===== src/rtl/dispatch_router.sv =====
// In-order dispatch buffer between the front end and the functional-unit issue queues.
// Holds up to Depth instructions, routes the head entry to one of NumFu issue queues,
// snoops the CDB so waiting source operands wake up while stalled, and discards entries
// whose FU index is out of range (err_bad_fu_o pulse).
// Optional feature: define DISPATCH_FLUSH_EN to make a taken-branch broadcast flush the buffer.
module dispatch_router #(
  parameter int unsigned NumFu = 4,
  parameter int unsigned Depth = 4,
  parameter int unsigned TagW  = 6,
  parameter int unsigned DataW = 32,
  parameter int unsigned OpcW  = 5,
  localparam int unsigned FuW  = $clog2(NumFu),
  localparam int unsigned CntW = $clog2(Depth) + 1
) (
  input  logic             clk_i,
  input  logic             rst_ni,
  // Front-end side
  input  logic             in_valid_i,
  output logic             in_ready_o,
  input  logic [FuW-1:0]   in_fu_i,
  input  logic [OpcW-1:0]  in_opcode_i,
  input  logic [TagW-1:0]  in_rd_tag_i,
  input  logic [DataW-1:0] in_rs1_data_i,
  input  logic [DataW-1:0] in_rs2_data_i,
  input  logic [TagW-1:0]  in_rs1_tag_i,
  input  logic [TagW-1:0]  in_rs2_tag_i,
  input  logic             in_rs1_valid_i,
  input  logic             in_rs2_valid_i,
  input  logic [DataW-1:0] in_imm_i,
  // Common data bus
  input  logic             cdb_valid_i,
  input  logic [TagW-1:0]  cdb_tag_i,
  input  logic [DataW-1:0] cdb_data_i,
  input  logic             cdb_branch_i,
  input  logic             cdb_branch_taken_i,
  // Back-end side
  input  logic [NumFu-1:0] issueque_full_i,
  output logic [NumFu-1:0] dispatch_en_o,
  output logic [OpcW-1:0]  dispatch_opcode_o,
  output logic [TagW-1:0]  dispatch_rd_tag_o,
  output logic [DataW-1:0] dispatch_rs1_data_o,
  output logic [TagW-1:0]  dispatch_rs1_tag_o,
  output logic             dispatch_rs1_valid_o,
  output logic [DataW-1:0] dispatch_rs2_data_o,
  output logic [TagW-1:0]  dispatch_rs2_tag_o,
  output logic             dispatch_rs2_valid_o,
  output logic [DataW-1:0] dispatch_imm_o,
  output logic [CntW-1:0]  occupancy_o,
  output logic             err_bad_fu_o
);

  localparam int unsigned PtrW    = $clog2(Depth);
  localparam int unsigned FuCmpW  = FuW + 1;
  // When NumFu fills the select field, no encoding can be out of range.
  localparam bit          FuPow2  = (NumFu == (1 << FuW));

  typedef struct packed {
    logic [FuW-1:0]   fu;
    logic [OpcW-1:0]  opcode;
    logic [TagW-1:0]  rd_tag;
    logic [DataW-1:0] rs1_data;
    logic [TagW-1:0]  rs1_tag;
    logic             rs1_valid;
    logic [DataW-1:0] rs2_data;
    logic [TagW-1:0]  rs2_tag;
    logic             rs2_valid;
    logic [DataW-1:0] imm;
  } entry_t;

  entry_t          mem_q [Depth];
  entry_t          mem_d [Depth];
  logic [PtrW-1:0] rd_ptr_q, rd_ptr_d;
  logic [PtrW-1:0] wr_ptr_q, wr_ptr_d;
  logic [CntW-1:0] count_q, count_d;

  logic            empty;
  logic            flush;
  logic            push;
  logic            pop;
  logic            bad_pop;
  logic            head_bad;
  logic            head_hit1;
  logic            head_hit2;
  logic            in_hit1;
  logic            in_hit2;
  logic [Depth-1:0] occ;
  entry_t          head;
  entry_t          in_entry;

`ifdef DISPATCH_FLUSH_EN
  // A taken branch squashes everything younger than itself, i.e. the whole buffer.
  assign flush = cdb_valid_i & cdb_branch_i & cdb_branch_taken_i;
`else
  logic unused_branch;
  assign flush         = 1'b0;
  assign unused_branch = cdb_branch_i ^ cdb_branch_taken_i;
`endif

  assign empty       = (count_q == '0);
  // Registered count only: a full buffer never accepts even if the head leaves this cycle.
  assign in_ready_o  = (count_q < CntW'(Depth));
  assign push        = in_valid_i & in_ready_o & ~flush;
  assign occupancy_o = count_q;
  assign head        = mem_q[rd_ptr_q];

  if (FuPow2) begin : g_fu_full_range
    assign head_bad = 1'b0;
  end else begin : g_fu_partial_range
    assign head_bad = ({1'b0, head.fu} >= FuCmpW'(NumFu));
  end

  // Head-of-buffer routing: only the head may leave, and only if its queue has room.
  always_comb begin
    dispatch_en_o = '0;
    for (int i = 0; i < NumFu; i++) begin
      if (!empty && !flush && (head.fu == FuW'(i)) && !issueque_full_i[i]) begin
        dispatch_en_o[i] = 1'b1;
      end
    end
  end

  assign bad_pop      = ~empty & ~flush & head_bad;
  assign err_bad_fu_o = bad_pop;
  assign pop          = (|dispatch_en_o) | bad_pop;

  // Same-cycle CDB bypass on the head so a broadcast is never lost at dispatch.
  assign head_hit1 = ~empty & cdb_valid_i & ~head.rs1_valid & (head.rs1_tag == cdb_tag_i);
  assign head_hit2 = ~empty & cdb_valid_i & ~head.rs2_valid & (head.rs2_tag == cdb_tag_i);

  assign dispatch_opcode_o    = head.opcode;
  assign dispatch_rd_tag_o    = head.rd_tag;
  assign dispatch_rs1_tag_o   = head.rs1_tag;
  assign dispatch_rs2_tag_o   = head.rs2_tag;
  assign dispatch_imm_o       = head.imm;
  assign dispatch_rs1_valid_o = head.rs1_valid | head_hit1;
  assign dispatch_rs2_valid_o = head.rs2_valid | head_hit2;
  assign dispatch_rs1_data_o  = head_hit1 ? cdb_data_i : head.rs1_data;
  assign dispatch_rs2_data_o  = head_hit2 ? cdb_data_i : head.rs2_data;

  // Incoming instruction captures a broadcast that lands in its push cycle.
  assign in_hit1 = cdb_valid_i & ~in_rs1_valid_i & (in_rs1_tag_i == cdb_tag_i);
  assign in_hit2 = cdb_valid_i & ~in_rs2_valid_i & (in_rs2_tag_i == cdb_tag_i);

  // Assemble the entry written on push.
  always_comb begin
    in_entry.fu        = in_fu_i;
    in_entry.opcode    = in_opcode_i;
    in_entry.rd_tag    = in_rd_tag_i;
    in_entry.rs1_tag   = in_rs1_tag_i;
    in_entry.rs1_valid = in_rs1_valid_i | in_hit1;
    in_entry.rs1_data  = in_hit1 ? cdb_data_i : in_rs1_data_i;
    in_entry.rs2_tag   = in_rs2_tag_i;
    in_entry.rs2_valid = in_rs2_valid_i | in_hit2;
    in_entry.rs2_data  = in_hit2 ? cdb_data_i : in_rs2_data_i;
    in_entry.imm       = in_imm_i;
  end

  // Mark which slots currently hold live entries (distance from rd_ptr below count).
  always_comb begin
    occ = '0;
    for (int i = 0; i < Depth; i++) begin
      occ[i] = ({1'b0, PtrW'(PtrW'(i) - rd_ptr_q)} < count_q);
    end
  end

  // Entry storage next state: CDB wakeup of live entries, then the push write.
  always_comb begin
    for (int i = 0; i < Depth; i++) begin
      mem_d[i] = mem_q[i];
      if (occ[i] && cdb_valid_i) begin
        // Already-valid sources are left untouched even on a tag match.
        if (!mem_q[i].rs1_valid && (mem_q[i].rs1_tag == cdb_tag_i)) begin
          mem_d[i].rs1_valid = 1'b1;
          mem_d[i].rs1_data  = cdb_data_i;
        end
        if (!mem_q[i].rs2_valid && (mem_q[i].rs2_tag == cdb_tag_i)) begin
          mem_d[i].rs2_valid = 1'b1;
          mem_d[i].rs2_data  = cdb_data_i;
        end
      end
    end
    // wr_ptr never points at a live slot when push is allowed.
    if (push) begin
      mem_d[wr_ptr_q] = in_entry;
    end
  end

  // Pointer and occupancy next state; a flush wins over everything.
  always_comb begin
    rd_ptr_d = rd_ptr_q;
    wr_ptr_d = wr_ptr_q;
    count_d  = count_q;
    if (pop) begin
      rd_ptr_d = rd_ptr_q + PtrW'(1);
    end
    if (push) begin
      wr_ptr_d = wr_ptr_q + PtrW'(1);
    end
    unique case ({push, pop})
      2'b10:   count_d = count_q + CntW'(1);
      2'b01:   count_d = count_q - CntW'(1);
      default: count_d = count_q;
    endcase
    if (flush) begin
      rd_ptr_d = '0;
      wr_ptr_d = '0;
      count_d  = '0;
    end
  end

  // State registers with asynchronous active-low reset.
  always_ff @(posedge clk_i or negedge rst_ni) begin
    if (!rst_ni) begin
      rd_ptr_q <= '0;
      wr_ptr_q <= '0;
      count_q  <= '0;
      for (int i = 0; i < Depth; i++) begin
        mem_q[i] <= '0;
      end
    end else begin
      rd_ptr_q <= rd_ptr_d;
      wr_ptr_q <= wr_ptr_d;
      count_q  <= count_d;
      for (int i = 0; i < Depth; i++) begin
        mem_q[i] <= mem_d[i];
      end
    end
  end

endmodule


===== config.mk =====
export PLATFORM = sky130hd
export DESIGN_NAME = dispatch_router
export DESIGN_NICKNAME = d
export VERILOG_FILES = /design/src/rtl/dispatch_router.sv
export SDC_FILE = /design/constraint.sdc
export NUM_CORES = 1
export LEC_CHECK = 0
export CORE_ASPECT_RATIO = 1.25
export CORE_UTILIZATION = 40
export DETAILED_ROUTE_END_ITERATION = 10
export DONT_BUFFER_PORTS = 1
export GPL_TIMING_DRIVEN = 1
export HOLD_SLACK_MARGIN = 0.02
export PLACE_DENSITY = 0.55
export SKIP_LAST_GASP = 1
export SLEW_MARGIN = 20
export SYNTH_ARGS = -nofsm -noshare
export SYNTH_HDL_FRONTEND = slang
export SYNTH_SLANG_ARGS = --single-unit
export TNS_END_PERCENT = 10

===== constraint.sdc =====
create_clock -name clk_i -period 5.4 [get_ports clk_i]
set_input_delay 0.54 -clock clk_i [delete_from_list [all_inputs] [get_ports clk_i]]
set_output_delay 0.54 -clock clk_i [all_outputs]
set_load 0.01 [all_outputs]

# After elaboration in Yosys (flattened, before gate mapping)
# Cells that the tools add are included.
# totals
latch_bits	0
input_bits	171
output_inout_bits	130
memories	0
ram_bits	0
word_cells	179
rom_bits	0
register_bits	499
# classes
n_mux	44
n_shift	0
div	0
n_mul	0
n_lt_le_gt_ge	8
addsub	8
bitwise_logic	21
n_reduce_logical	38
eq_ne	17
# op_table
op	count
two-way mux 32 bit	16
bitwise mux 492 bit	1
two-way mux 479 bit	1
two-way mux 123 bit	3
binary-select mux 123 bit (select 2 bit)	1
demux 123 bit (select 2 bit)	1
two-way mux 33 bit	4
== test 6 bit	12
logical AND 1 bit	21
two-way mux 1 bit	16
logical NOT 1 bit	13
< comparator 2 x 3 -> 1 bit	4
AND 1 bit	10
== test 2 bit (second input constant)	3
greater-or-equal comparator 3 bit (second input constant)	2
NOT 2 -> 3 bit	2
case mux 3 bit (2 select lines)	1
NOT 1 bit	5
adder 2 x 1 -> 2 bit (second input constant)	2
== test 2 x 1 -> 1 bit (second input constant)	2
bitwise OR 1 bit	4
OR reduction 4 bit	1
subtractor 1 x 2 -> 2 bit (first input constant)	2
subtractor 2 bit (first input constant)	2
7 further kinds	7

# Logic depth before layout (Yosys ltp)
# depth
depth_word	11
depth_mapped	15

# Least setup slack after synthesis
# No wires, ideal clock.
# synth_path
kind	reg2reg
start	register rd_ptr_q[1]
end	register mem_q[223] (netlist bit)
required_time_ns	5.289
period_less_slack_ns	3.756
t_arrival_ns	3.645
slack_ns	1.644
path_buffers	6
path_stages_with_launch	15
cell_sequence	dfrtp_1 buf_6 buf_4 clkbuf_1 buf_2 buf_1 xor2_1 inv_1 ha_1 a21oi_1 o21ai_0 or4_1 o21a_1 buf_4 a222oi_1
# synth_rtl
item	line_no	text
from (decl)	72	logic [PtrW-1:0] rd_ptr_q, rd_ptr_d;
from (signal assigned)	221	rd_ptr_q <= rd_ptr_d;
to (signal, indexed assignment)	225	mem_q[i] <= mem_d[i];
to (decl)	70	entry_t mem_q [Depth];

# Worst setup path after layout
# layout_path
start	register rd_ptr_q[1]
end	output port dispatch_rs1_data_o[31]
# layout_between
elab_cells_between_ends	9
cone_classes	1 x eq/ne; 4 x mux; 4 x bitwise
# layout_rtl
item	line_no	text
NOT 2 -> 3 bit (not written as such)	104	assign head = mem_q[rd_ptr_q];
binary-select mux 123 bit (select 2 bit)	104	
two-way mux 123 bit (not written as such) (2 in a row)	104	
net dispatch_rs1_tag_o[3]	42	output logic [TagW-1:0] dispatch_rs1_tag_o,
== test 6 bit	127	assign head_hit1 = ~empty & cdb_valid_i & ~head.rs1_valid & (head.rs1_tag == cdb_tag_i);
AND 1 bit	127	
two-way mux 32 bit	137	assign dispatch_rs1_data_o = head_hit1 ? cdb_data_i : head.rs1_data;
to (decl)	41	output logic [DataW-1:0] dispatch_rs1_data_o,
# The timed path passes the listed nets, and every way through them passes these cells. The select of a mux whose other input is x is not followed.

==> metrics <==
status complete, but fails checks; failing checks hold timing; Distinct cells, synth 48; Final Cell Area roughly 29,000 um2; GRT Max-Usage Layer met2; CP startpoint kind flop; maxcap violations 0; GPL Wtd Cong between 0.8 and 0.9; final hold slack -0.3591 ns; GRT Util Overall approximately 26%; CTS buffer count 55; worst r2r dst mem_q[456]$_DFF_PN0_; Slowest-stage cell, CP dfrtp_4; H-tree Lvls 2; Peak Freq ~0.22 GHz; CP dominant cell by count buf_4; CTS resizes 0; Via density between 5 and 6; GR Overflow Total 0; clock skew roughly 0.022 ns; Cells after Synth approximately 2,600; postcts setup bufs 0; r2r worst-path depth 8; yosys synthesis warning count 0; CP top delay family buffers and inverters; crit path buf inv count 2; starting DRC count in detailed routing between 1,500 and 2,000; Mapped Avg Cell Area approximately 9.9 um2; Hold Fails Final Rpt 499; first-pass GRT wire length about 130,000 um; 1st-pass router iterations 6; area grow syn2layout 11.36%; Crit Path Max Fanout 33; Die Y 285.8 um; hold-fix buffers at CTS a little under 60; P per Cell Area approximately 600 nW/um2; Slew Limit Fails 0; CTS tree done; Final HPWL DP 49,660 um; CTS Buffer Depth 3; final setup TNS 0 ns; endpoint class of the critical path primary output; Die X between 200 and 250 um; syn nets roughly 2,800; VDD IR-drop max 375.2 uV; total core area around 63,000 um2; sequential element share of the synthesized area 48.44%; CTS sink cnt around 500; placed cell areas between 20,000 and 30,000 um2; r2r startpoint rd_ptr_q[0]$_DFFE_PN0N_; largest net degree at the start of global routing 500; RSZ-0062 raised after global routing false; layout cells sized above 1 approximately 13%; IO Count 301; DRC viols 0; worst reg-to-reg setup slack 1.59 ns; ys flop type dfrtp_1; met3 Use GR around 5.6%; vias in the first global route around 21,000; vias 19,680; Critical Path RT 4.86 ns; # setup viols final 0; Detailed Route WL approximately 85,000 um; type of the worst min-delay path in -> async; P_leak between 10 and 15 nW; min cycle time layout 4.545 ns; relative max-transition margin about 22%; met1 Use GR 31.36%; Arrival @ worst endpoint around 4.0 ns; #FFs+latches synth about 500; crit share post-route roughly 84%; Largest stage delay, worst path ~0.84 ns; initial antenna violation count 5; clk_lat worst skew 0.62 ns; GR Util met2 a little under half; EDFF count, synth 0; Nets roughly 2,700; std cell rows a little over 100; mapped cell area ~26,000 um2; Setup Crit Path Kind reg -> out; antenna-violating nets left 0; Reg clk slew, reported paths around 0.060 ns; die footprint between 60,000 and 70,000 um2; port bufs 0; clk root buf clkbuf_16; asr flop ratio synth 100.0%; worst-margin pin slew about 1.2 ns; starting density of the core 40.66%; WL per Instance 24.76 um; Critical Path, Cell by Cell buf_4, mux4_2, xor2_1, nor4_4, buf_4, mux2_2
-- power breakdown --
part           total, W  switching (W)  leakage, nW  internal [W]
Combinational   0.00722        0.00390         6.71       0.00332
Sequential      0.00667        0.00118         5.84       0.00549
Clock           0.00384        0.00160        0.898       0.00224
Total            0.0177        0.00668         13.4        0.0110
-- final cells by class --
cell class              count  area, um2
well taps                 840       1051
repair buffers             95      895.9
inverters                 139      521.8
clock buffers              75       1541
flip-flops and latches    499      12490
multi-input cells        1751      11920
clock inverters            24      280.3
diodes                      2      5.005
fillers                  5971      34700
-- cells in the mapped netlist (all sizes together), types with 5 or more instances --
master	n	area (um2)
ha	9	112.6
xnor2	23	209.0
xor2	56	490.5
a22oi	8	60.06
nor4	8	80.08
buf	76	442.9
dfrtp	499	12490
mux4	120	2710
nor2	369	1385
clkbuf	138	518.0
a221oi	32	280.3
o21ai	12	60.05
mux2i	73	730.7
a222oi	64	640.6
nand2	694	2605
nor3b	5	37.54
a211oi	160	1201
nand2b	8	50.05
nand4	6	37.54
inv	139	521.8
mux2	66	852.1
nor3	8	45.04
-- worst max-delay path by stage --
stage | start | slack [ns] | depth (start not counted) | to
after floorplan | rd_ptr_q[1]$_DFFE_PN0N_ | 1.64 | 14 | mem_q[223]$_DFF_PN0_
after global placement | rd_ptr_q[1]$_DFFE_PN0N_ | 1.42 | 7 | dispatch_rs1_data_o[31]
after detailed placement | rd_ptr_q[1]$_DFFE_PN0N_ | 1.43 | 6 | dispatch_rs1_data_o[31]
after CTS | rd_ptr_q[1]$_DFFE_PN0N_ | 0.76 | 7 | dispatch_rs1_data_o[31]
after global routing | rd_ptr_q[0]$_DFFE_PN0N_ | 0.64 | 7 | dispatch_rs1_data_o[31]
final | rd_ptr_q[1]$_DFFE_PN0N_ | 0.85 | 6 | dispatch_rs1_data_o[31]
-- layer usage --
layer	routed length, um	vias up
met4	2332	6
li1	-	8725
met5	32	-
met3	6439	144
met1	32730	9955
met2	43250	845
-- per-stage QoR --
step | worst slack [ns] | total power, W | cells | util [%] | hold WS [ns]
2_1_floorplan | 1.644 | 0.01199 | 2603 | - | 0.2444
3_3_place_gp | 1.417 | 0.01363 | 3266 | 41.48 | 0.2659
3_5_place_dp | 1.433 | 0.01391 | 3266 | 41.48 | 0.2686
4_1_cts | 0.7551 | 0.01786 | 3423 | 45.27 | -0.3841
5_1_grt | 0.6371 | 0.01880 | 3425 | 45.28 | -0.3969
6_report | 0.8547 | 0.01773 | 3425 | 45.28 | -0.3591
-- state kept, by name, indices dropped and copies added (netlist names) --
register,flops
occupancy_o,3
rd_ptr_q,2
mem_q,492
wr_ptr_q,2
-- logic make-up after synthesis --
family	Yosys count	synth area share, %
compound gates	289	9.062
xor+xnor	79	2.713
buf+inv	353	5.752
other cells	1	0.01455
mux	259	16.65
flops	499	48.44
simple gates	1113	16.85
fa+ha+maj	10	0.5145
-- worst reg2reg max path: cells and delay by family, from the launching register on --
kind,cells,cell delay [ns]
compound gates,4,1.08
xor+xnor,1,0.27
fa+ha+maj,1,0.27
buf+inv,1,0.30
flops,1,1.06
simple gates,1,0.68
-- cell usage in the layout, fill, tap and decap left out, types with 7 or more instances in the layout --
cell / netlist / final
xor2_1: 56 / 56
a211oi_1: 160 / 160
xnor2_1: 22 / 22
dfrtp_1: 499 / 497
nor2_1: 369 / 368
mux2_2: 24 / 24
a222oi_1: 64 / 64
a221oi_1: 32 / 32
o21ai_0: 7 / 7
ha_1: 9 / 9
buf_4: 7 / 34
clkinv_2: 0 / 11
mux2_4: 29 / 29
clkbuf_16: 0 / 55
nand2_1: 694 / 690
mux2_1: 13 / 13
dlygate4sd3_1: 0 / 58
clkbuf_1: 138 / 11
inv_1: 139 / 139
mux4_2: 118 / 118
a22oi_1: 8 / 8
mux2i_1: 73 / 73
clkbuf_8: 0 / 9
Note: power is estimated with default switching activity, not from simulation.
